## config.mk

```make
export PLATFORM = sky130hd
export DESIGN_NAME = pipeline_hazard_ctrl
export DESIGN_NICKNAME = d
export VERILOG_FILES = /design/src/rtl/hazard_pkg.sv /design/src/rtl/hazard_sat_counter.sv /design/src/rtl/pipeline_hazard_ctrl.sv
export SDC_FILE = /design/constraint.sdc
export NUM_CORES = 1
export LEC_CHECK = 0
export CAP_MARGIN = 20
export CELL_PAD_IN_SITES_DETAIL_PLACEMENT = 1
export CELL_PAD_IN_SITES_GLOBAL_PLACEMENT = 2
export CORE_ASPECT_RATIO = 1.4
export CORE_MARGIN = 2
export CORE_UTILIZATION = 31
export CTS_CLUSTER_DIAMETER = 150
export DETAILED_ROUTE_END_ITERATION = 6
export GPL_TIMING_DRIVEN = 0
export PLACE_DENSITY_LB_ADDON = 0.05
export REMOVE_ABC_BUFFERS = 1
export SYNTH_ARGS = -nofsm -noshare
export SYNTH_HDL_FRONTEND = slang
export SYNTH_SLANG_ARGS = --single-unit
```

## constraint.sdc

```tcl
create_clock -name clk_i -period 5.9 [get_ports clk_i]
set_clock_uncertainty 0.2 [all_clocks]
set_input_delay 1.18 -clock clk_i [delete_from_list [all_inputs] [get_ports clk_i]]
set_output_delay 1.18 -clock clk_i [all_outputs]
set_load 0.03 [all_outputs]
```

## src/rtl/hazard_pkg.sv

```systemverilog
//------------------------------------------------------------------------------
// hazard_pkg : shared encodings and helpers for the pipeline hazard sequencer
// Rev 1.0
//------------------------------------------------------------------------------
`default_nettype none

package hazard_pkg;

  localparam logic [1:0] ST_RUN   = 2'd0;
  localparam logic [1:0] ST_IWAIT = 2'd1;
  localparam logic [1:0] ST_IDROP = 2'd2;
  localparam logic [1:0] ST_DWAIT = 2'd3;

  localparam int REG_W = 5;
  localparam int TMO_W = 8;

  typedef struct packed {
    logic pc_write;
    logic ifid_stall;
    logic ifid_flush;
    logic idex_bubble;
    logic idex_stall;
    logic exmem_stall;
    logic memwb_bubble;
  } hz_ctrl_t;

  localparam hz_ctrl_t CTRL_RESET = '{pc_write: 1'b0, ifid_stall: 1'b0, ifid_flush: 1'b1,
                                      idex_bubble: 1'b1, idex_stall: 1'b0, exmem_stall: 1'b0,
                                      memwb_bubble: 1'b0};

  // x0 is hard-wired, so a load targeting it never creates a dependency
  function automatic logic load_use(input logic             memread,
                                    input logic [REG_W-1:0] ex_rd,
                                    input logic [REG_W-1:0] rs1,
                                    input logic [REG_W-1:0] rs2,
                                    input logic             uses_rs2);
    return memread && (ex_rd != '0) && ((ex_rd == rs1) || (uses_rs2 && (ex_rd == rs2)));
  endfunction

endpackage

`default_nettype wire

```

## src/rtl/hazard_sat_counter.sv

```systemverilog
//------------------------------------------------------------------------------
// hazard_sat_counter : saturating up-counter with async active-low clear
// Rev 1.0
//------------------------------------------------------------------------------
`default_nettype none

module hazard_sat_counter #(
  parameter int CNT_W = 16
) (
  input  logic             clk_i,
  input  logic             rst_i,
  input  logic             inc_i,
  output logic [CNT_W-1:0] cnt_o
);

  localparam logic [CNT_W-1:0] C_ONE = {{(CNT_W-1){1'b0}}, 1'b1};

  logic [CNT_W-1:0] cnt_q;
  logic [CNT_W-1:0] cnt_d;

  always_comb begin
    cnt_d = cnt_q;
    if (inc_i && (cnt_q != {CNT_W{1'b1}})) begin
      cnt_d = cnt_q + C_ONE;
    end
  end

  always_ff @(posedge clk_i or negedge rst_i) begin
    if (!rst_i) begin
      cnt_q <= '0;
    end else begin
      cnt_q <= cnt_d;
    end
  end

  assign cnt_o = cnt_q;

endmodule

`default_nettype wire

```

## src/rtl/pipeline_hazard_ctrl.sv

```systemverilog
//------------------------------------------------------------------------------
// pipeline_hazard_ctrl : stall/flush sequencer for the 5-stage pipeline
// Rev 1.0
//------------------------------------------------------------------------------
`default_nettype none

module pipeline_hazard_ctrl
  import hazard_pkg::*;
#(
  parameter int CNT_W        = 16,
  parameter int DMEM_TIMEOUT = 255
) (
  input  logic             clk_i,
  input  logic             rst_i,
  input  logic [REG_W-1:0] id_rs1_i,
  input  logic [REG_W-1:0] id_rs2_i,
  input  logic             id_uses_rs2_i,
  input  logic             ex_memread_i,
  input  logic [REG_W-1:0] ex_rd_i,
  input  logic             branch_taken_i,
  input  logic             imem_ready_i,
  input  logic             dmem_req_i,
  input  logic             dmem_ready_i,
  output logic             pc_write_o,
  output logic             ifid_stall_o,
  output logic             ifid_flush_o,
  output logic             idex_bubble_o,
  output logic             idex_stall_o,
  output logic             exmem_stall_o,
  output logic             memwb_bubble_o,
  output logic             err_o,
  output logic [CNT_W-1:0] stall_cnt_o,
  output logic [CNT_W-1:0] flush_cnt_o,
  output logic [1:0]       state_o
);

  localparam logic [TMO_W-1:0] TMO_MAX = TMO_W'(DMEM_TIMEOUT);
  localparam logic [TMO_W-1:0] TMO_ONE = {{(TMO_W-1){1'b0}}, 1'b1};

  logic [1:0]       state_q, state_d;
  logic [1:0]       saved_q, saved_d;
  logic [TMO_W-1:0] tmo_q, tmo_d;
  logic             err_q, err_d;

  logic             dwait;
  logic             lu;
  logic [1:0]       eff_state;
  logic             flush_evt;
  hz_ctrl_t         ctrl;

  assign dwait = dmem_req_i && !dmem_ready_i;
  assign lu    = load_use(ex_memread_i, ex_rd_i, id_rs1_i, id_rs2_i, id_uses_rs2_i);

  // While frozen, the I-side sequencing resumes from the state saved on entry
  assign eff_state = (state_q == ST_DWAIT) ? saved_q : state_q;

  always_comb begin
    ctrl      = '0;
    state_d   = eff_state;
    saved_d   = saved_q;
    flush_evt = 1'b0;
    if (!rst_i) begin
      ctrl = CTRL_RESET;
    end else if (dwait) begin
      ctrl.ifid_stall   = 1'b1;
      ctrl.idex_stall   = 1'b1;
      ctrl.exmem_stall  = 1'b1;
      ctrl.memwb_bubble = 1'b1;
      state_d           = ST_DWAIT;
      saved_d           = eff_state;
    end else if (lu) begin
      ctrl.ifid_stall  = 1'b1;
      ctrl.idex_bubble = 1'b1;
    end else begin
      case (eff_state)
        ST_IDROP: begin
          ctrl.ifid_flush = 1'b1;
          state_d         = imem_ready_i ? ST_RUN : ST_IDROP;
        end
        ST_IWAIT: begin
          if (branch_taken_i) begin
            ctrl.pc_write   = 1'b1;
            ctrl.ifid_flush = 1'b1;
            flush_evt       = 1'b1;
            state_d         = ST_IDROP;
          end else if (!imem_ready_i) begin
            ctrl.ifid_flush = 1'b1;
            state_d         = ST_IWAIT;
          end else begin
            ctrl.pc_write = 1'b1;
            state_d       = ST_RUN;
          end
        end
        default: begin
          if (branch_taken_i) begin
            ctrl.pc_write   = 1'b1;
            ctrl.ifid_flush = 1'b1;
            flush_evt       = 1'b1;
            state_d         = ST_RUN;
          end else if (!imem_ready_i) begin
            ctrl.ifid_flush = 1'b1;
            state_d         = ST_IWAIT;
          end else begin
            ctrl.pc_write = 1'b1;
            state_d       = ST_RUN;
          end
        end
      endcase
    end
    ctrl.ifid_flush = ctrl.ifid_flush && !ctrl.ifid_stall;
  end

  // Timeout counter only runs while frozen; err is sticky until reset
  always_comb begin
    tmo_d = '0;
    err_d = err_q;
    if (rst_i && dwait) begin
      tmo_d = (tmo_q == TMO_MAX) ? tmo_q : tmo_q + TMO_ONE;
      if ((tmo_q + TMO_ONE) == TMO_MAX) begin
        err_d = 1'b1;
      end
    end
  end

  always_ff @(posedge clk_i or negedge rst_i) begin
    if (!rst_i) begin
      state_q <= ST_RUN;
      saved_q <= ST_RUN;
      tmo_q   <= '0;
      err_q   <= 1'b0;
    end else begin
      state_q <= state_d;
      saved_q <= saved_d;
      tmo_q   <= tmo_d;
      err_q   <= err_d;
    end
  end

  hazard_sat_counter #(.CNT_W(CNT_W)) u_stall_cnt (
    .clk_i (clk_i),
    .rst_i (rst_i),
    .inc_i (!ctrl.pc_write),
    .cnt_o (stall_cnt_o)
  );

  hazard_sat_counter #(.CNT_W(CNT_W)) u_flush_cnt (
    .clk_i (clk_i),
    .rst_i (rst_i),
    .inc_i (flush_evt),
    .cnt_o (flush_cnt_o)
  );

  assign pc_write_o     = ctrl.pc_write;
  assign ifid_stall_o   = ctrl.ifid_stall;
  assign ifid_flush_o   = ctrl.ifid_flush;
  assign idex_bubble_o  = ctrl.idex_bubble;
  assign idex_stall_o   = ctrl.idex_stall;
  assign exmem_stall_o  = ctrl.exmem_stall;
  assign memwb_bubble_o = ctrl.memwb_bubble;
  assign err_o          = err_q;
  assign state_o        = state_q;

endmodule

`default_nettype wire

```

; Yosys cells after proc, flatten, opt, wreduce, memory -nomap -nowiden
; Index checks and enable logic that the tools add are counted.
[totals]
regBits = 45
latchBits = 0
ramBits = 0
romBits = 0
input_bits = 23
out_inout_bits = 42
wordCells = 64
memories = 0
[op_classes]
addsub = 3
mul = 0
div = 0
n_lt_le_gt_ge = 0
n_eq_ne = 10
n_shift = 0
n_mux = 30
n_bitwise = 0
reduce_logical = 15
[op_table]
columns = op, n
row1 = 16-bit by 1-bit adder with 16-bit output (second input constant), 2
row2 = 16-bit != test (second input constant), 2
row3 = 1-bit two-way mux, 17
row4 = 8-bit == test (second input constant), 2
row5 = 2-bit two-way mux, 8
row6 = 8-bit two-way mux, 2
row7 = 5-bit == test, 2
row8 = 8-bit by 1-bit adder with 8-bit output (second input constant), 1
row9 = 1-bit logical AND, 8
row10 = 7-bit two-way mux, 1
row11 = 5-bit nonzero test, 1
row12 = 2-bit == test (second input constant), 2
row13 = 2-bit case mux with 2 select lines, 1
row14 = 2-bit AND reduction, 2
row15 = 1-bit zero test, 3
row16 = 3-bit two-way mux, 1
row17 = 2-bit by 1-bit == test with 1-bit output (second input constant), 1
row18 = 2-bit != test (second input constant), 1
row19 = 1-bit logical OR, 1

; Longest topological paths before layout
[logic_depth]
depth_word = 9
depth_mapped = 10
ltp_nobuf = 10

; Hierarchy
; A second synthesis with hierarchy kept.
[hier_totals]
cells_unflattened = 266
area_unflattened_um2 = 2737.6
[modules_own_cells]
columns = mod, n_inst, cells_per_inst, area_each_um2, seq_area_each_um2
row1 = pipeline_hazard_ctrl, 1, 117, 993.5, 325.3
row2 = hazard_sat_counter (u_stall_cnt), 1, 77, 884.6, 400.4
row3 = hazard_sat_counter (u_flush_cnt), 1, 72, 859.6, 400.4

; Worst setup path after synthesis
; No wires, ideal clock.
[synth_path]
path_type = input port to output port
start = input ex_rd_i[3]
end = output idex_bubble_o
arrival_ns = 2.859
setup_slack_ns = 1.661
path_stages = 5
cell_sequence = xor2_1 nor4_1 a32oi_1 or2_2 o21ai_0
[synth_via]
elab_chain_cells = 7
[synth_rtl]
columns = item, line
row1 = "start, declared", pipeline_hazard_ctrl.sv:19  ; input logic [REG_W-1:0] ex_rd_i,
row2 = 5-bit == test, hazard_pkg.sv:37  ; return memread && (ex_rd != '0) && ((ex_rd == rs1) || (uses_rs2 && (ex_rd == rs2)));
row3 = 1-bit logical AND, hazard_pkg.sv:37
row4 = 1-bit logical OR, hazard_pkg.sv:37
row5 = 1-bit logical AND *, hazard_pkg.sv:37
row6 = 1-bit two-way mux *, pipeline_hazard_ctrl.sv:71  ; end else if (lu) begin
row7 = 2-bit two-way mux *, pipeline_hazard_ctrl.sv:64  ; end else if (dwait) begin
row8 = 7-bit two-way mux *, pipeline_hazard_ctrl.sv:62  ; if (!rst_i) begin
row9 = "end, declared", pipeline_hazard_ctrl.sv:27  ; output logic idex_bubble_o,
; Every way passes the cells marked *; elsewhere a longest branch is shown, timed or not.

; Worst setup path in the final report
[layout_path]
start = input ex_rd_i[0]
end = output ifid_flush_o
[layout_via]
elab_chain_cells = 9
[layout_rtl]
columns = item, line
row1 = 5-bit == test, hazard_pkg.sv:37
row2 = 1-bit logical AND, hazard_pkg.sv:37
row3 = 1-bit logical OR, hazard_pkg.sv:37
row4 = 1-bit logical AND *, hazard_pkg.sv:37
row5 = 1-bit two-way mux, pipeline_hazard_ctrl.sv:71
row6 = 1-bit two-way mux, pipeline_hazard_ctrl.sv:64
row7 = 7-bit two-way mux *, pipeline_hazard_ctrl.sv:62
row8 = 1-bit zero test, pipeline_hazard_ctrl.sv:110  ; ctrl.ifid_flush = ctrl.ifid_flush && !ctrl.ifid_stall;
row9 = 1-bit logical AND *, pipeline_hazard_ctrl.sv:110
row10 = "end, declared", pipeline_hazard_ctrl.sv:26  ; output logic ifid_flush_o,
; Marked as above.

==> metrics.txt <==
status finished, final reports clean; WL/cell 15.0 um; CTS buffer count 5; largest net degree at the start of global routing 33; GRT overflow 0; Nets 359; Synth area leaders dfrtp_1 (45%), xor2_1 (9.1%), xnor2_1 (5.3%); main combinational cell family by area after synthesis simple AND/OR/NAND/NOR gates; fin crit period 5.36 ns; CORE AREA 7800 um^2; FFs w/ async S/R, synth 100%; antenna-violating nets left 0; Met3 Routed Length 244 um; CTS tree done; area of the die 8790 um^2; Starting Density around a third; Synth cell types 36; Worst Path Max Fanout 5; crit path from ex_rd_i[0]; critical path data required time 4.52 ns; Synth Instances around 260; adder-cell share of the synthesized area 3.01%; Crit Path Class in -> out; Synth Warn # 0; Post-CTS Setup Repair Bufs 0; count of pins over their slew limit 0; # clock sinks 45; Metal-1 WL ~2.7 mm; Rows 38; Hold WS 0.265 ns; antenna cells 0; Area Overhead vs Synth 34.2%; vias in the first global route 2224; power per cell area about 300 nW/um^2; post-synthesis register bit count 45; RSZ-0062 raised after global routing no; Die X-Extent 79.8 um; Yosys top cell area share between 40% and 50%; routability cong. 0.749; Leakage 1.41 nW; Setup crit start kind input port; via count 2126; fmax 187 MHz; io pins 65; vias per cell roughly 5; sequential area share after synthesis 45.2%; chip height 110 um; worst skew pair latency 0.31 ns; Final period util 90.8%; number of flops mapped to enable cells by yosys 0; arrival time worst endpoint 3.98 ns; drt drc 0; antenna violations before repair 0; Yosys top cell by area dfrtp_1; CTS clk-pin slew, worst paths 0.09 ns; mapped cell area 2490 um^2; syn_area_per_cell 9.48 um^2; mux cell area share after synthesis 3.56%; # fillers 949; crit end category output port; Synth Area in Compound Gates under 10%; reg-to-reg startpoint state_o[0]$_DFF_PN0_; max cap viols 0; max_slew headroom 49.8%; clock tree root driver cell clkbuf_8; aggregate negative setup slack 0 ns; DR iter-0 viols 82; layout cells sized above 1 7.55%; Worst Max-Slew Pin Slew 0.745 ns; CTS Buffer Depth 2; Hold Crit Start err_o$_DFFE_PN0P_; Post-CTS Resized 0; Global Route Usage Sum 16.0%; met2 wire len 3.44 mm; Finish-stage setup viols 0; 1st-pass router iterations 4; worst hold-check path type reg -> reg; worst vdd ir between 200 and 250 uV; DR top layer met4; first-pass GRT wire length ~11 mm; simple-gate share of the synthesized area 21.7%; final hold viol count 0; CTS Hold Bufs 0; H-tree levels 2; xor/xnor share of the synthesized area roughly 14%; prevailing post-synth register cell dfrtp_1; port bufs 64; Post-Route WL 6.48 mm; detailed placement HPWL between 4 and 5 mm
## cell type report
cell class	instances	area, um^2	share of cell area (%)
Clock buffer	6	82.6	2.47
Tap cell	100	125	3.74
Clock inverter	2	13.8	0.411
Sequential cell	45	1130	33.6
Multi-Input combinational cell	197	1280	38.2
Inverter	15	56.3	1.68
Timing Repair Buffer	66	663	19.8
## state kept, by name (all words and copies together) (netlist names)
signal,count
tmo_q,8
u_stall_cnt.cnt_o,16
u_flush_cnt.cnt_o,16
state_o,2
saved_q,2
err_o,1
## metrics by stage
stage / util, % / total power, W / setup WS, ns / cell area (um^2) / cells
5_1_grt: 42.9 / 0.00107 / 0.226 / 3350 / 431
2_1_floorplan: - / 0.000635 / 1.66 / 2460 / 257
3_3_place_gp: 41.4 / 0.000796 / -0.890 / 3230 / 421
3_5_place_dp: 41.7 / 0.000805 / 0.524 / 3250 / 423
6_report: 42.9 / 0.00100 / 0.540 / 3350 / 431
4_1_cts: 42.9 / 0.00102 / 0.472 / 3350 / 431
## placed cells by master, fill, tap and decap left out, drive strengths merged, types with 11 or more instances in the layout
| cell | synthesis | routed |
|---|---|---|
| a21oi | 11 | 11 |
| clkdlybuf4s50 | 0 | 63 |
| dfrtp | 45 | 45 |
| inv | 15 | 15 |
| nand2 | 20 | 20 |
| nand3 | 17 | 17 |
| nor2 | 25 | 25 |
| o21ai | 16 | 16 |
| xnor2 | 15 | 15 |
| xor2 | 26 | 26 |
## cells by family (layout without fill, tap and decap cells)
group | count (synthesis) | count (layout)
adder cells (fa/ha/maj) | 6 | 6
XOR/XNOR | 41 | 41
AND/OR/NAND/NOR | 106 | 106
flip-flops | 45 | 45
buffers and inverters | 21 | 89
multiplexers | 8 | 8
AO/OA/AOI/OAI | 36 | 36
## path summary, 6_finish.rpt
check                                                   endpoint  slack [ns]  cells past startpoint
worst max-delay path                                ifid_flush_o        0.54                      7
worst min-delay path                           err_o$_DFFE_PN0P_        0.26                      1
worst max register to register  u_flush_cnt.cnt_o[5]$_DFFE_PN0P_        3.03                     10
worst min register to register                 err_o$_DFFE_PN0P_        0.26                      1
max in group asynchronous       u_flush_cnt.cnt_o[0]$_DFFE_PN0P_        4.33                      2
min in group asynchronous       u_stall_cnt.cnt_o[7]$_DFFE_PN0P_        0.63                      1
## cell usage after synthesis (2+ instances only)
library cell	count
ha_1	6
and3_1	5
nor4b_1	2
xor2_1	26
nor2_1	25
o21ai_2	2
or2_2	2
nand3_1	17
a21oi_1	11
mux2_2	7
dfrtp_1	45
inv_1	14
nand2b_1	3
xnor2_1	15
clkbuf_1	3
nand2_1	20
nor3b_1	3
nand4_1	9
a31oi_1	3
nor2b_1	3
nor4_1	8
buf_4	2
and2_1	2
nor3_1	5
o21ai_0	14
## power by group
part / leakage (nW) / switching (W) / internal (W)
registers: 0.571 / 0.0000674 / 0.000362
clock network: 0.0512 / 0.000111 / 0.0000951
logic: 0.785 / 0.000203 / 0.000163
## layer usage
metal	up-vias	global-route usage, %
met5	-	0
met4	0	5.69
met3	5	3.50
met2	38	28.9
li1	1043	-
met1	1040	18.6
## critical path, stage by stage
cell,delay [ns]
clkdlybuf4s50_1,0.48
xor2_1,0.20
nor4_1,0.36
a32oi_1,0.27
o21ai_0,0.61
o21ai_0,0.25
clkdlybuf4s50_1,0.64
Power figures use the tool's default switching activity.
